**src/rtl/usart_pkg.sv**
```systemverilog
// Shared constants and state encoding for the USART LED command parser.
package usart_pkg;

   localparam logic [7:0] CH_L     = 8'h4C;
   localparam logic [7:0] CH_C     = 8'h43;
   localparam logic [7:0] CH_0     = 8'h30;
   localparam logic [7:0] CH_1     = 8'h31;
   localparam logic [7:0] CH_CR    = 8'h0D;
   localparam logic [7:0] ACK_CHAR = 8'h4B;
   localparam logic [7:0] NAK_CHAR = 8'h45;

   localparam logic [2:0] ST_IDLE    = 3'd0;
   localparam logic [2:0] ST_GET_IDX = 3'd1;
   localparam logic [2:0] ST_GET_VAL = 3'd2;
   localparam logic [2:0] ST_GET_END = 3'd3;
   localparam logic [2:0] ST_RESPOND = 3'd4;
   localparam logic [2:0] ST_WAIT_TX = 3'd5;

   typedef enum logic [2:0] {
      IDLE    = ST_IDLE,
      GET_IDX = ST_GET_IDX,
      GET_VAL = ST_GET_VAL,
      GET_END = ST_GET_END,
      RESPOND = ST_RESPOND,
      WAIT_TX = ST_WAIT_TX
   } state_e;

   typedef enum logic [1:0] {R_ACK, R_NAK, R_CNT} resp_e;

endpackage

```
**src/rtl/usart_cmd_parser_gap_timer.sv**
```systemverilog
// Saturating inter-byte gap timer; expired holds once TIMEOUT_CYCLES-1 is reached.
module usart_gap_timer #(
   parameter int unsigned TIMEOUT_CYCLES = 50_000_000
) (
   input  logic clock,
   input  logic reset,
   input  logic clear,
   input  logic enable,
   output logic expired
);

   localparam int CW = $clog2(TIMEOUT_CYCLES) + 1;
   localparam logic [CW-1:0] LIMIT = CW'(TIMEOUT_CYCLES - 1);

   logic [CW-1:0] cnt;

   always_ff @(posedge clock or negedge reset) begin
      if (!reset)                 cnt <= '0;
      else if (clear)             cnt <= '0;
      else if (enable && !expired) cnt <= cnt + CW'(1);
   end

   assign expired = (cnt >= LIMIT);

endmodule

```
**src/rtl/usart_cmd_parser.sv**
```systemverilog
// ASCII LED command parser: "L<i><v>\r" sets leds[i], answers ACK/NAK via the tx handshake.
// Optional USART_CMD_ERRCNT_EN adds err_count and the 'C' (read-and-clear) command.
module usart_cmd_parser #(
   parameter int unsigned LED_COUNT      = 8,
   parameter int unsigned TIMEOUT_CYCLES = 50_000_000,
   parameter logic [7:0]  ACK_CHAR       = 8'h4B,
   parameter logic [7:0]  NAK_CHAR       = 8'h45
) (
   input  logic                 clock,
   input  logic                 reset,
   input  logic [7:0]           rx_data,
   input  logic                 rx_valid,
   input  logic                 rx_err,
   input  logic                 tx_busy,
`ifdef USART_CMD_ERRCNT_EN
   output logic [7:0]           err_count,
`endif
   output logic [7:0]           tx_data,
   output logic                 tx_start,
   output logic [LED_COUNT-1:0] leds,
   output logic                 cmd_ok
);

   import usart_pkg::*;

   localparam int IDX_W = (LED_COUNT > 1) ? $clog2(LED_COUNT) : 1;

   state_e               state, state_nxt;
   resp_e                resp, resp_nxt;
   logic [IDX_W-1:0]     idx, idx_nxt;
   logic                 val, val_nxt;
   logic [LED_COUNT-1:0] leds_nxt;
   logic [7:0]           tx_data_nxt;
   logic                 tx_start_nxt, cmd_ok_nxt;
   logic                 seen_busy, seen_nxt;
   logic                 in_frame, expired;
   logic [7:0]           rx_off;
   logic                 idx_ok;

   assign rx_off   = rx_data - CH_0;
   assign idx_ok   = (rx_data >= CH_0) && (rx_off < 8'(LED_COUNT));
   assign in_frame = (state == GET_IDX) || (state == GET_VAL) || (state == GET_END);

   // One timer covers both the inter-byte gap and the lost-transmitter guard.
   usart_gap_timer #(.TIMEOUT_CYCLES(TIMEOUT_CYCLES)) u_gap (
      .clock   (clock),
      .reset   (reset),
      .clear   (rx_valid || (state_nxt != state)),
      .enable  (in_frame || ((state == WAIT_TX) && !seen_busy)),
      .expired (expired)
   );

   always_comb begin
      state_nxt    = state;
      resp_nxt     = resp;
      idx_nxt      = idx;
      val_nxt      = val;
      leds_nxt     = leds;
      tx_data_nxt  = tx_data;
      tx_start_nxt = 1'b0;
      cmd_ok_nxt   = 1'b0;
      seen_nxt     = seen_busy;
      case (state)
         IDLE: begin
            if (rx_valid) begin
               if (rx_data == CH_L) state_nxt = GET_IDX;
`ifdef USART_CMD_ERRCNT_EN
               else if (rx_data == CH_C) begin
                  resp_nxt  = R_CNT;
                  state_nxt = RESPOND;
               end
`endif
            end
         end
         GET_IDX, GET_VAL, GET_END: begin
            // rx_err wins over a coincident rx_valid; any unexpected byte is a NAK
            if (rx_err) begin
               resp_nxt  = R_NAK;
               state_nxt = RESPOND;
            end else if (rx_valid) begin
               resp_nxt  = R_NAK;
               state_nxt = RESPOND;
               if (state == GET_IDX && idx_ok) begin
                  idx_nxt   = rx_off[IDX_W-1:0];
                  state_nxt = GET_VAL;
               end else if (state == GET_VAL && (rx_data == CH_0 || rx_data == CH_1)) begin
                  val_nxt   = rx_data[0];
                  state_nxt = GET_END;
               end else if (state == GET_END && rx_data == CH_CR) begin
                  leds_nxt[idx] = val;
                  cmd_ok_nxt    = 1'b1;
                  resp_nxt      = R_ACK;
               end
            end else if (expired) begin
               state_nxt = IDLE;
            end
         end
         RESPOND: begin
            if (!tx_busy) begin
               tx_start_nxt = 1'b1;
               seen_nxt     = 1'b0;
               state_nxt    = WAIT_TX;
               tx_data_nxt  = (resp == R_NAK) ? NAK_CHAR : ACK_CHAR;
`ifdef USART_CMD_ERRCNT_EN
               if (resp == R_CNT) tx_data_nxt = err_count;
`endif
            end
         end
         WAIT_TX: begin
            if (tx_busy) seen_nxt = 1'b1;
            if (seen_busy && !tx_busy)      state_nxt = IDLE;
            else if (!seen_busy && expired) state_nxt = IDLE;
         end
         default: state_nxt = IDLE;
      endcase
   end

   always_ff @(posedge clock or negedge reset) begin
      if (!reset) begin
         state     <= IDLE;
         resp      <= R_ACK;
         idx       <= '0;
         val       <= 1'b0;
         leds      <= '0;
         tx_data   <= 8'h00;
         tx_start  <= 1'b0;
         cmd_ok    <= 1'b0;
         seen_busy <= 1'b0;
      end else begin
         state     <= state_nxt;
         resp      <= resp_nxt;
         idx       <= idx_nxt;
         val       <= val_nxt;
         leds      <= leds_nxt;
         tx_data   <= tx_data_nxt;
         tx_start  <= tx_start_nxt;
         cmd_ok    <= cmd_ok_nxt;
         seen_busy <= seen_nxt;
      end
   end

`ifdef USART_CMD_ERRCNT_EN
   logic err_inc, err_clr;

   // Leaving a frame state toward a NAK or back to IDLE means an error or a gap timeout.
   assign err_inc = in_frame && (((state_nxt == RESPOND) && (resp_nxt == R_NAK)) ||
                                 (state_nxt == IDLE));
   assign err_clr = (state == RESPOND) && !tx_busy && (resp == R_CNT);

   always_ff @(posedge clock or negedge reset) begin
      if (!reset)                            err_count <= 8'h00;
      else if (err_clr)                      err_count <= 8'h00;
      else if (err_inc && err_count != 8'hFF) err_count <= err_count + 8'h01;
   end
`endif

endmodule

```
**config.mk**
```make
export PLATFORM = sky130hd
export DESIGN_NAME = usart_cmd_parser
export DESIGN_NICKNAME = d
export VERILOG_FILES = /design/src/rtl/usart_pkg.sv /design/src/rtl/usart_cmd_parser_gap_timer.sv /design/src/rtl/usart_cmd_parser.sv
export SDC_FILE = /design/constraint.sdc
export NUM_CORES = 1
export LEC_CHECK = 0
export CAP_MARGIN = 20
export CORE_ASPECT_RATIO = 0.6
export CORE_MARGIN = 8
export CORE_UTILIZATION = 45
export DETAILED_ROUTE_END_ITERATION = 10
export GPL_ROUTABILITY_DRIVEN = 0
export GPL_TIMING_DRIVEN = 0
export MAX_ROUTING_LAYER = met4
export PLACE_DENSITY = 0.76
export SLEW_MARGIN = 25
export SYNTH_ARGS = -nofsm -noshare
export SYNTH_HDL_FRONTEND = slang
export SYNTH_SLANG_ARGS = --single-unit
```
**constraint.sdc**
```tcl
create_clock -name clock -period 4.6 [get_ports clock]
set_input_delay 0.46 -clock clock [delete_from_list [all_inputs] [get_ports clock]]
set_output_delay 0.46 -clock clock [all_outputs]
set_load 0.02 [all_outputs]
```
Yosys cells after proc, flatten, opt, wreduce, memory -nomap -nowiden

Index checks and enable logic that the tools add are counted.
Widths: inputs -> output; s select.

Flip-flop bits (word level): 55
Input bits: 13
Output and inout port bits: 18
Logic and storage cells: 95

Add/sub/neg operators: 2
Order comparisons: 5
Eq/ne operators: 13
Muxes and demuxes: 33
Bitwise gates (word level): 4
Reductions and logical operators: 28

Operator list:

| kind                  | count |
|---|---|
| $mux 27               | 2 |
| $mux 3                | 10 |
| $add 27x1->27 const B | 1 |
| $ge 27x26->1 const B  | 1 |
| $eq 8x6->1 const B    | 2 |
| $mux 1                | 14 |
| $pmux 3 s4            | 1 |
| $logic_and 1x1->1     | 9 |
| $bwmux 8              | 1 |
| $eq 8x4->1 const B    | 1 |
| $eq 8x7->1 const B    | 1 |
| $ge 8x6->1 const B    | 1 |
| $lt 8x4->1 const B    | 1 |
| $sub 8x6->8 const B   | 1 |
| $eq 3x2->1 const B    | 2 |
| $eq 3x3->1 const B    | 2 |
| $reduce_and 6->1      | 1 |
| $reduce_bool 2->1     | 3 |
| $logic_or 1x1->1      | 5 |
| $reduce_and 5->1      | 1 |
| $lt 3x4->1 const B    | 1 |
| $mux 2                | 2 |
| $mux 4                | 1 |
| $ne 2x2->1 const B    | 2 |
| 13 further kinds      | 19 |

Depth between registers and ports, before layout

Gate-level depths: netlist of run 1.

Depth in word-level cells: 11
Gate-level depth with buffers: 9

Modules after synthesis

Synthesis of run 1 repeated with hierarchy kept, for this count alone.

Cell total of the unflattened synthesis: 281
Area, all modules: 2738.9 µm²

By module, submodules not included:

| module           | instances | cells each | area each (µm²) | seq. area each (µm²) |
|---|---|---|---|---|
| usart_gap_timer  | 1         | 166        | 1557.7          | 675.6 |
| usart_cmd_parser | 1         | 115        | 1181.1          | 550.5 |

Least setup slack after synthesis of run 1

OpenSTA, ideal clock, no wires.

Path kind: input to register
From: input rx_data[2]
To: register u_gap.cnt[1]
Library setup time: 0.069 ns
Arrival: 2.281 ns
Data required time: 4.531 ns
Setup slack: 2.250 ns
Stages: 8
Cell sequence: nor4b_4 -> o211ai_2 -> a2111oi_4 -> a31oi_1 -> or4_1 -> buf_4 -> buf_12 -> nor2_4

Longest elaborated chain between the ends: 11
Elaborated cells between the ends (all ways): 21
Those cells by class: add/sub: 1; order compare: 2; eq/ne: 4; mux: 8; reduce/logical: 6

RTL lines:

| item                                           | line                                           | source |
|---|---|---|
| from (decl)                                    | usart_cmd_parser.sv:11                         | `input logic [7:0] rx_data,` |
| $sub 8x6->8 or $eq 8x6->1 (tied branches)      | usart_cmd_parser.sv:40, usart_cmd_parser.sv:86 |  |
| $lt 8x4->1 or $logic_or 1x1->1 (tied branches) | usart_cmd_parser.sv:41, usart_cmd_parser.sv:86 |  |
| $logic_and 1x1->1, on equally long branches    | usart_cmd_parser.sv:41, usart_cmd_parser.sv:86 |  |
| $logic_and 1x1->1 or $mux 3 (tied branches)    | usart_cmd_parser.sv:83, usart_cmd_parser.sv:86 |  |
| $mux 3                                         | usart_cmd_parser.sv:83                         | `if (state == GET_IDX && idx_ok) begin` |
| $mux 3                                         | usart_cmd_parser.sv:80                         | `end else if (rx_valid) begin` |
| $mux 3                                         | usart_cmd_parser.sv:77                         | `if (rx_err) begin` |
| $pmux 3 s4 (*)                                 | usart_cmd_parser.sv:63                         | `case (state)` |
| $ne 3x3->1 (*)                                 | usart_cmd_parser.sv:48                         | `.clear (rx_valid \|\| (state_nxt != state)),` |
| $logic_or 1x1->1 (*)                           | usart_cmd_parser.sv:48                         |  |
| $mux 27 or $reduce_bool 2->1 (tied branches)   | -                                              |  |
| to (signal assigned)                           | usart_cmd_parser_gap_timer.sv:20               | `else if (enable && !expired) cnt <= cnt + CW'(1);` |
| to (decl)                                      | usart_cmd_parser_gap_timer.sv:15               | `logic [CW-1:0] cnt;` |

Every way passes the cells marked *; elsewhere a longest branch is shown, timed or not.
A chain may end at the register's enable or synchronous reset.

Worst setup path in the final report of run 1

From: input rx_data[2]
To: register u_gap.cnt[5]

The elaborated chain is that of the path after synthesis.

==> metrics.md, run 1 <==
| Metric | Value |
|---|---|
| Status | `finished, final reports clean` |
| Drt first pass iters | `4` |
| # nets final | `344` |
| Sinks on the clock net | `49` |
| CTS Root Buffer Type | `clkbuf_8` |
| Startpoint Class | `primary input` |
| Vias in the first global route | `2183` |
| Critical Path RT | `4840 ps` |
| Worst Hold Class | `primary input to asynchronous set/reset pin` |
| DRC | `0` |
| Critical path class | `primary input to flop` |
| Sequential-to-total area share from yosys stat | `43.4%` |
| Slack of the critical path | `1870 ps` |
| Syn Inst Count | `294` |
| Grt peak-use layer | `met1` |
| Postcts setup bufs | `0` |
| Synth Area in XOR/XNOR | `7.45%` |
| WP data arrival | `2980 ps` |
| First-pass GRT wire length | `10900 µm` |
| Largest family of logic cells by synthesized area | `simple AND/OR/NAND/NOR gates` |
| Die area | `9150 µm²` |
| Normalized max-slew margin | `48.9%` |
| Total Wirelength | `6280 µm` |
| Met2 GRT Util | `20.1%` |
| Synth Area in Simple Gates | `30.0%` |
| Skew-Pair Late Insertion Delay | `310 ps` |
| Total power per unit cell area | `356 nW/µm²` |
| Fmax | `366 MHz` |
| PortBufs | `27` |
| Top cell type's share of synthesized area | `43.4%` |
| Synth cell types | `48` |
| Cell Count, Final, Fillers Out | `415` |
| Final Max Tran Viols | `0` |
| Critical-path cell list | `clkdlybuf4s50_1 > nor4b_4 > o211ai_2 > a2111oi_4 > a31oi_1 > or4_1 > buf_4 > buf_12 > nor2_4` |
| CP peak stage delay | `510 ps` |
| Final ANT Viol Nets | `0` |
| Placement Cell Area | `3200 µm²` |
| Post-synth top cells | `dfrtp_1, nor2_1, xnor2_1` |
| GRT Util Overall | `14.7%` |
| Core area | `6080 µm²` |
| Synthesized-area fraction occupied by adder cells | `0.443%` |
| CTS HTree Levels | `2` |
| Post-synth design cell area | `2820 µm²` |
| Met3 Track Usage GR | `3.25%` |
| Max Root-Sink Buffers | `2` |
| Worst setup EP type | `flop` |
| CP max FO | `10` |
| Leak | `1.27 nW` |
| Area leader, netlist | `dfrtp_1` |
| Post-Route Setup TNS | `0 ps` |
| Slowest library cell on the worst path | `or4_1` |
| DP HPWL | `4620 µm` |
| Layout Skew | `7.02 ps` |
| Filler instances | `554` |
| DP Cell Count | `407` |
| Register area | `1230 µm²` |
| Placement Setup Slack | `1550 ps` |
| Final clock period utilization by the worst path | `59.4%` |
| Initial Util | `46.4%` |
| Die W | `118 µm` |
| Share of cells above drive strength 1 | `14.8%` |
| Worst R2R Setup Slack | `1920 ps` |
| Mux cell area share after synthesis | `5.14%` |
| Global-route met1 utilization | `20.9%` |
| Tmin final | `2730 ps` |
| Detailed-route wire length per cell | `15.1 µm` |
| Final setup fails | `0` |
| Ys Warns | `0` |
| Count leader, synth | `dfrtp_1` |
| Min Hold Slack | `170 ps` |
| Iter 0 DRT Violations | `175` |
| Finished Cell Area | `3320 µm²` |
| Ys async rst share | `100%` |
| PostCTS Resize Cnt | `0` |
| Least-Margin Pin Slew | `764 ps` |
| Num CTS Buffers | `5` |
| FF+latch count, synth | `49` |
| Final hold violation count | `0` |
| CTS hold repair buffers | `0` |
| Ranking of synthesized cells by area | `dfrtp_1, xnor2_1, mux2_2` |
| Max IR drop VDD | `0.180 mV` |
| Post-synth top flop | `dfrtp_1` |
| Footprint of the multi-input gates | `1440 µm²` |
| IO Pins | `31` |
| Die H | `77.4 µm` |
| Initial antenna violation count | `0` |
| Rows | `22` |
| Compound-Gate Fraction of Synth Area | `7.67%` |
| RSZ-0062 raised after global routing | `false` |
| Largest net degree at the start of global routing | `50` |
| Mean post-synth cell area | `9.60 µm²` |
| Diodes inserted | `0` |
| Post-synth EDFFs | `0` |
| Area Overhead vs Synth | `17.7%` |
| Clock-pin slew on the worst setup and hold paths | `100 ps` |
| Max-cap violations | `0` |
| Remaining Overflow, GRT | `0` |
| CTS tree | `built` |
| DR vias/cell | `5.41` |
| Vias | `2247` |
[layer usage]
metal	vias up	wire [µm]
met5	-	0
met4	0	66
met3	4	340
met2	55	2710
met1	1083	3170
li1	1105	-
[report_power, final]
part           internal [mW]  switching [mW]  leakage [nW]
clock network          0.177           0.148        0.0574
logic                  0.142           0.221         0.551
registers              0.462          0.0336         0.666
total                  0.781           0.403          1.27
[cells by family (layout without fill, tap and decap cells)]
kind of cell | after synthesis | count (layout)
AOI/OAI and AO/OA | 30 | 30
xor gates and xnor gates | 24 | 24
adders and majority gates | 1 | 1
buffers and inverters | 28 | 63
DFF | 49 | 49
muxes | 13 | 13
other | 1 | 3
and+or+nand+nor | 148 | 148
[worst max-delay path: cells and delay by family]
kind	cells	cell delay [ps]
AO/OA/AOI/OAI	3	670
buffers and inverters	3	850
AND/OR/NAND/NOR	3	980
[stage by stage]
stage | total power, mW | util [%]
2_1_floorplan | 0.752 | -
3_3_place_gp | 0.858 | 52.7
3_5_place_dp | 0.861 | 52.7
4_1_cts | 1.19 | 54.6
5_1_grt | 1.25 | 54.6
6_report | 1.18 | 54.6
[cell usage in the layout, fill, tap and decap left out, types with 5 or more instances in the layout]
cell type / n
a31oi_1: 6
nor2b_1: 5
inv_1: 10
a21oi_1: 6
nor2_1: 31
clkbuf_8: 6
nor4_1: 12
dfrtp_1: 49
nor3_1: 17
mux2_2: 12
nand4_1: 8
nand3_1: 15
clkdlybuf4s50_1: 26
nor2_4: 8
o21ai_0: 5
clkbuf_1: 6
buf_4: 7
xnor2_1: 23
nand3b_1: 5
nand2_1: 22
[layout make-up]
type                            count  area share, %
Clock inverter                      2           1.13
Sequential cell                    49           36.9
Clock buffer                        6           2.48
Multi-Input combinational cell    219           43.4
Buffer                             18           3.73
Tap cell                           84           3.16
Timing Repair Buffer               27           8.06
Inverter                           10           1.13
[path summary, 6_finish.rpt]
check / startpoint / to / depth (start not counted)
worst max-delay path: rx_data[2] / u_gap.cnt[5]$_DFFE_PN0P_ / 9
worst min-delay path: reset / u_gap.cnt[12]$_DFFE_PN0P_ / 1
worst max register to register: state[2]$_DFF_PN0_ / u_gap.cnt[19]$_DFFE_PN0P_ / 7
worst min register to register: tx_data[2]$_DFFE_PN0P_ / tx_data[2]$_DFFE_PN0P_ / 2
max in group asynchronous: reset / tx_data[3]$_DFFE_PN0P_ / 1
min in group clock: tx_data[2]$_DFFE_PN0P_ / tx_data[2]$_DFFE_PN0P_ / 2
[registers in the layout (all words and copies together), names as in the netlist]
name / flops
cmd_ok: 1
idx: 3
leds: 8
resp: 1
seen_busy: 1
state: 3
tx_data: 3
tx_start: 1
u_gap.cnt: 27
val: 1
(Power assumes the default switching activity.)
==> run 2, diff against run 1 <==
Settings changed: PLACE_DENSITY 0.76 to 0.79.
Clock period 4.6 ns to 2.2 ns, I/O delays scaled along.
==> metrics.md, run 2 (synthesis gave the netlist of run 1 again) <==
| Metric | Value |
|---|---|
| Status | `finished with violations` |
| Failing checks | `negative setup slack` |
| DR vias/cell | `5.59` |
| Cell Count, Final, Fillers Out | `426` |
| Vias in the first global route | `2344` |
| Initial antenna violation count | `0` |
| CP peak stage delay | `570 ps` |
| GRT Util Overall | `15.1%` |
| Final Max Tran Viols | `0` |
| Max-cap violations | `0` |
| Iter 0 DRT Violations | `217` |
| PortBufs | `27` |
| Remaining Overflow, GRT | `0` |
| Vias | `2382` |
| Core area | `6080 µm²` |
| # nets final | `355` |
| Num CTS Buffers | `5` |
| DRC | `0` |
| CTS Root Buffer Type | `clkbuf_8` |
| Max Root-Sink Buffers | `2` |
| Final setup fails | `27` |
| IO Pins | `31` |
| First-pass GRT wire length | `11300 µm` |
| Max FFs per register | `27` |
| Skew-Pair Late Insertion Delay | `310 ps` |
| Most common cell after layout, fill and taps aside | `dfrtp_1` |
| Normalized max-slew margin | `57.5%` |
| Share of cells above drive strength 1 | `26.0%` |
| WP data arrival | `2660 ps` |
| Startpoint Class | `flop` |
| CTS HTree Levels | `2` |
| Top flop regs | `u_gap.cnt (27), leds (8)` |
| Clock-pin slew on the worst setup and hold paths | `90 ps` |
| Critical Path RT | `2450 ps` |
| Leak | `1.35 nW` |
| Total Wirelength | `6770 µm` |
| Initial Util | `46.4%` |
| Worst setup EP type | `flop` |
| Layout Skew | `7.79 ps` |
| Area Overhead vs Synth | `26.5%` |
| Final clock period utilization by the worst path | `110%` |
| Slack of the critical path | `-210 ps` |
| Critical path class | `flop to flop` |
| Least-Margin Pin Slew | `632 ps` |
| Die W | `118 µm` |
| Slowest library cell on the worst path | `or4_1` |
| Min Hold Slack | `453 ps` |
| Largest Register | `u_gap.cnt` |
| Diodes inserted | `0` |
| Final ANT Viol Nets | `0` |
| Largest net degree at the start of global routing | `50` |
| CTS tree | `built` |
| CP max FO | `5` |
| Die H | `77.4 µm` |
| Critical-path cell list | `or4_1 > a31oi_4 > or3_4 > a31oi_1 > or4_4 > buf_8 > clkbuf_16 > nor2_4` |
| Fmax | `415 MHz` |
| Tmin final | `2410 ps` |
| Sinks on the clock net | `49` |
| RSZ-0062 raised after global routing | `true` |
| Total power per unit cell area | `719 nW/µm²` |
| Worst Hold Class | `primary input to asynchronous set/reset pin` |
| Final hold violation count | `0` |
| Drt first pass iters | `4` |
| Most frequent cells in the layout | `dfrtp_1, clkdlybuf4s50_1, xnor2_1, nand2_1, nor2_1` |
| Die area | `9150 µm²` |
| Rows | `22` |
| DP HPWL | `4620 µm` |
| DP Cell Count | `407` |
| Detailed-route wire length per cell | `15.9 µm` |
| Max IR drop VDD | `0.383 mV` |
run 2: metrics by stage:
step	cell area (µm²)	power (mW)	util, %	setup slack [ps]	setup TNS [ps]
2_1_floorplan	2830	1.58	-	-33.2	-440
4_1_cts	3430	2.41	56.3	-144	-3040
6_report	3570	2.57	58.7	-210	-5090
3_5_place_dp	3210	1.81	52.7	-432	-11920
3_3_place_gp	3210	1.80	52.8	-498	-34110
5_1_grt	3570	2.71	58.7	-282	-7130
run 2: final timing paths:
check	start	end	slack, ps	cells past startpoint
setup reg to reg	u_gap.cnt[9]$_DFFE_PN0P_	u_gap.cnt[8]$_DFFE_PN0P_	-210	8
setup / recovery	u_gap.cnt[9]$_DFFE_PN0P_	u_gap.cnt[8]$_DFFE_PN0P_	-210	8
hold reg to reg	tx_data[2]$_DFFE_PN0P_	tx_data[2]$_DFFE_PN0P_	480	2
max in group asynchronous	reset	state[2]$_DFF_PN0_	1290	2
min in group clock	tx_data[2]$_DFFE_PN0P_	tx_data[2]$_DFFE_PN0P_	480	2
hold / removal	reset	u_gap.cnt[4]$_DFFE_PN0P_	450	2
run 2: final cells by class:
type	count	area (µm²)
Fill cell	513	2510
Multi-Input combinational cell	219	1590
Sequential cell	49	1230
Timing Repair Buffer	38	387
Buffer	18	140
Tap cell	84	105
Clock buffer	5	68.8
Inverter	10	37.5
Clock inverter	3	17.5
run 2: what timing repair did:
| item | in CTS | in global routing |
|---|---|---|
| hold endpoints to repair | 49 | 0 |
| hold buffers | 1 | 0 |
| gates cloned | 1 | 1 |
| buffers inserted | 5 | 3 |
| setup endpoints to repair | 35 | 36 |
| pin swaps | 2 | 3 |
| resized for setup | 20 | 22 |
run 2: metal layers:
metal  vias up  share of wire, %  track usage, %
li1       1131                 -               -
met1      1153                47            20.5
met2        84                44            22.0
met3        14               7.4            3.25
met4         0               1.3            4.70
met5         -                 0               -
run 2: report_power, final:
group,switching (mW),internal [mW],total [mW]
clock network,0.313,0.220,0.534
logic,0.555,0.443,0.998
registers,0.0680,0.968,1.04
total,0.936,1.63,2.57
run 2: critical path: cells and delay by family (launching register included):
| kind | cells | cell delay (ps) |
|---|---|---|
| AO/OA/AOI/OAI | 2 | 260 |
| flip-flops | 1 | 400 |
| buffers and inverters | 2 | 330 |
| AND/OR/NAND/NOR | 4 | 1360 |
==> run 3, diff against run 2 <==
Settings changed: CORE_UTILIZATION 45 to 51, PLACE_DENSITY 0.79 to 0.86.
==> metrics.md, run 3 (synthesis gave the netlist of run 1 again) <==
| Metric | Value |
|---|---|
| Status | `finished with violations` |
| Failing checks | `negative setup slack` |
| Final Max Tran Viols | `0` |
| Fmax | `415 MHz` |
| Final hold violation count | `0` |
| Post-Route Setup TNS | `-4940 ps` |
| Largest Register | `u_gap.cnt` |
| # nets final | `366` |
| PortBufs | `27` |
| Slack of the critical path | `-210 ps` |
| Total Wirelength | `7690 µm` |
| Tmin final | `2410 ps` |
| Vias | `2597` |
| CTS HTree Levels | `2` |
| First-pass GRT wire length | `11200 µm` |
| Startpoint Class | `flop` |
| DR vias/cell | `6.15` |
| CTS tree | `built` |
| IO Pins | `31` |
| Largest net degree at the start of global routing | `50` |
| Least-Margin Pin Slew | `621 ps` |
| Area Overhead vs Synth | `36.4%` |
| Placement Setup Slack | `-363 ps` |
| Final setup fails | `27` |
| Die area | `8250 µm²` |
| GRT Util Overall | `17.2%` |
| Metal1 wirelength | `3240 µm` |
| Drt first pass iters | `5` |
| Worst Hold Class | `primary input to asynchronous set/reset pin` |
| Die H | `73.6 µm` |
| Sinks on the clock net | `49` |
| Most frequent cells in the layout | `dfrtp_1, clkdlybuf4s50_1, buf_4, nor2_4, xnor2_1` |
| Critical Path RT | `2460 ps` |
| Remaining Overflow, GRT | `0` |
| Die W | `112 µm` |
| CP max FO | `8` |
| Max Root-Sink Buffers | `2` |
| Met2 WL | `3680 µm` |
| Critical path class | `flop to flop` |
| Final ANT Viol Nets | `0` |
| DRC | `0` |
| Detailed-route wire length per cell | `18.2 µm` |
| Core area | `5470 µm²` |
| CTS Root Buffer Type | `clkbuf_8` |
| Max FFs per register | `27` |
| RSZ-0062 raised after global routing | `true` |
| Share of cells above drive strength 1 | `32.9%` |
| Clock-pin slew on the worst setup and hold paths | `100 ps` |
| Normalized max-slew margin | `58.6%` |
| Iter 0 DRT Violations | `193` |
| DP HPWL | `4770 µm` |
| Rows | `21` |
| Worst setup EP type | `flop` |
| DR WL met3 | `575 µm` |
| WP data arrival | `2670 ps` |
| Max IR drop VDD | `0.337 mV` |
| Num CTS Buffers | `5` |
| Top flop regs | `u_gap.cnt (27), leds (8)` |
| Layout Skew | `12.7 ps` |
| Skew-Pair Late Insertion Delay | `310 ps` |
| Most common cell after layout, fill and taps aside | `dfrtp_1` |
| Vias in the first global route | `2266` |
| Final core utilization | `70.5%` |
| Initial Util | `51.6%` |
| Initial antenna violation count | `0` |
| Total power per unit cell area | `736 nW/µm²` |
| Diodes inserted | `0` |
| Leak | `1.45 nW` |
| Final clock period utilization by the worst path | `110%` |
| Top Metal Used | `met4` |
| Tot Pwr | `2.84 mW` |
| Max-cap violations | `0` |
==> run 3: cell types whose count changed in the layout (fill, tap and decap cells not counted), sizes merged <==
cell,change
buf,+11
clkinv,-2
clkbuf,+1
bufinv,+1
==> run 3: final timing paths <==
kind                                                from                        end  cells after the start  slack, ps
worst max register to register  u_gap.cnt[9]$_DFFE_PN0P_   u_gap.cnt[2]$_DFFE_PN0P_                      8       -210
worst min register to register    tx_data[2]$_DFFE_PN0P_     tx_data[2]$_DFFE_PN0P_                      2        500
worst min-delay path                               reset     tx_data[2]$_DFFE_PN0P_                      2        450
worst max-delay path            u_gap.cnt[9]$_DFFE_PN0P_   u_gap.cnt[2]$_DFFE_PN0P_                      8       -210
min in group clock                tx_data[2]$_DFFE_PN0P_     tx_data[2]$_DFFE_PN0P_                      2        500
max in group asynchronous                          reset  u_gap.cnt[20]$_DFFE_PN0P_                      2       1300
==> run 3: where the power goes <==
| group | internal [mW] | leakage [nW] | total (mW) | switching (mW) |
|---|---|---|---|---|
| Combinational | 0.482 | 0.725 | 1.10 | 0.621 |
| Sequential | 0.968 | 0.664 | 1.04 | 0.0733 |
| Clock | 0.370 | 0.0574 | 0.692 | 0.322 |
==> run 3: metal layers <==
| layer | vias to the layer above | global-route usage, % |
|---|---|---|
| met5 | - | - |
| met4 | 0 | 4.45 |
| met3 | 33 | 3.28 |
| met2 | 144 | 25.1 |
| met1 | 1264 | 23.9 |
| li1 | 1156 | - |
==> run 3: layout make-up <==
| cell class | count | area, µm² |
|---|---|---|
| well taps | 69 | 86.3 |
| repair buffers | 49 | 487 |
| flip-flops and latches | 49 | 1230 |
| clock inverters | 2 | 37.5 |
| plain buffers | 18 | 150 |
| inverters | 10 | 37.5 |
| fillers | 379 | 1610 |
| multi-input cells | 219 | 1740 |
| clock buffers | 6 | 82.6 |
==> run 3: stage by stage <==
step	cell area (µm²)	hold WS (ps)	cells
6_report	3850	446	422
5_1_grt	3850	540	422
2_1_floorplan	2830	-75.6	296
3_5_place_dp	3190	278	392
4_1_cts	3440	494	408
3_3_place_gp	3190	469	392
==> run 3: worst max-delay path, cell delays in order (launching register included) <==
cell and delay [ps]:
dfrtp_1 400, or4_4 560, a31oi_4 180, or3_4 180, a31oi_1 70, or4_4 560, buf_12 170, clkbuf_16 170
nor2_4 70
==> run 3: what timing repair did <==
action                                 4_1_cts  5_1_grt
setup buffers                                7       12
pin swaps                                    1       15
hold buffers                                 1        0
gates cloned                                 0        2
endpoints found under the hold margin       49        0
setup endpoints to repair                   34       36
gates resized for setup                     17       61
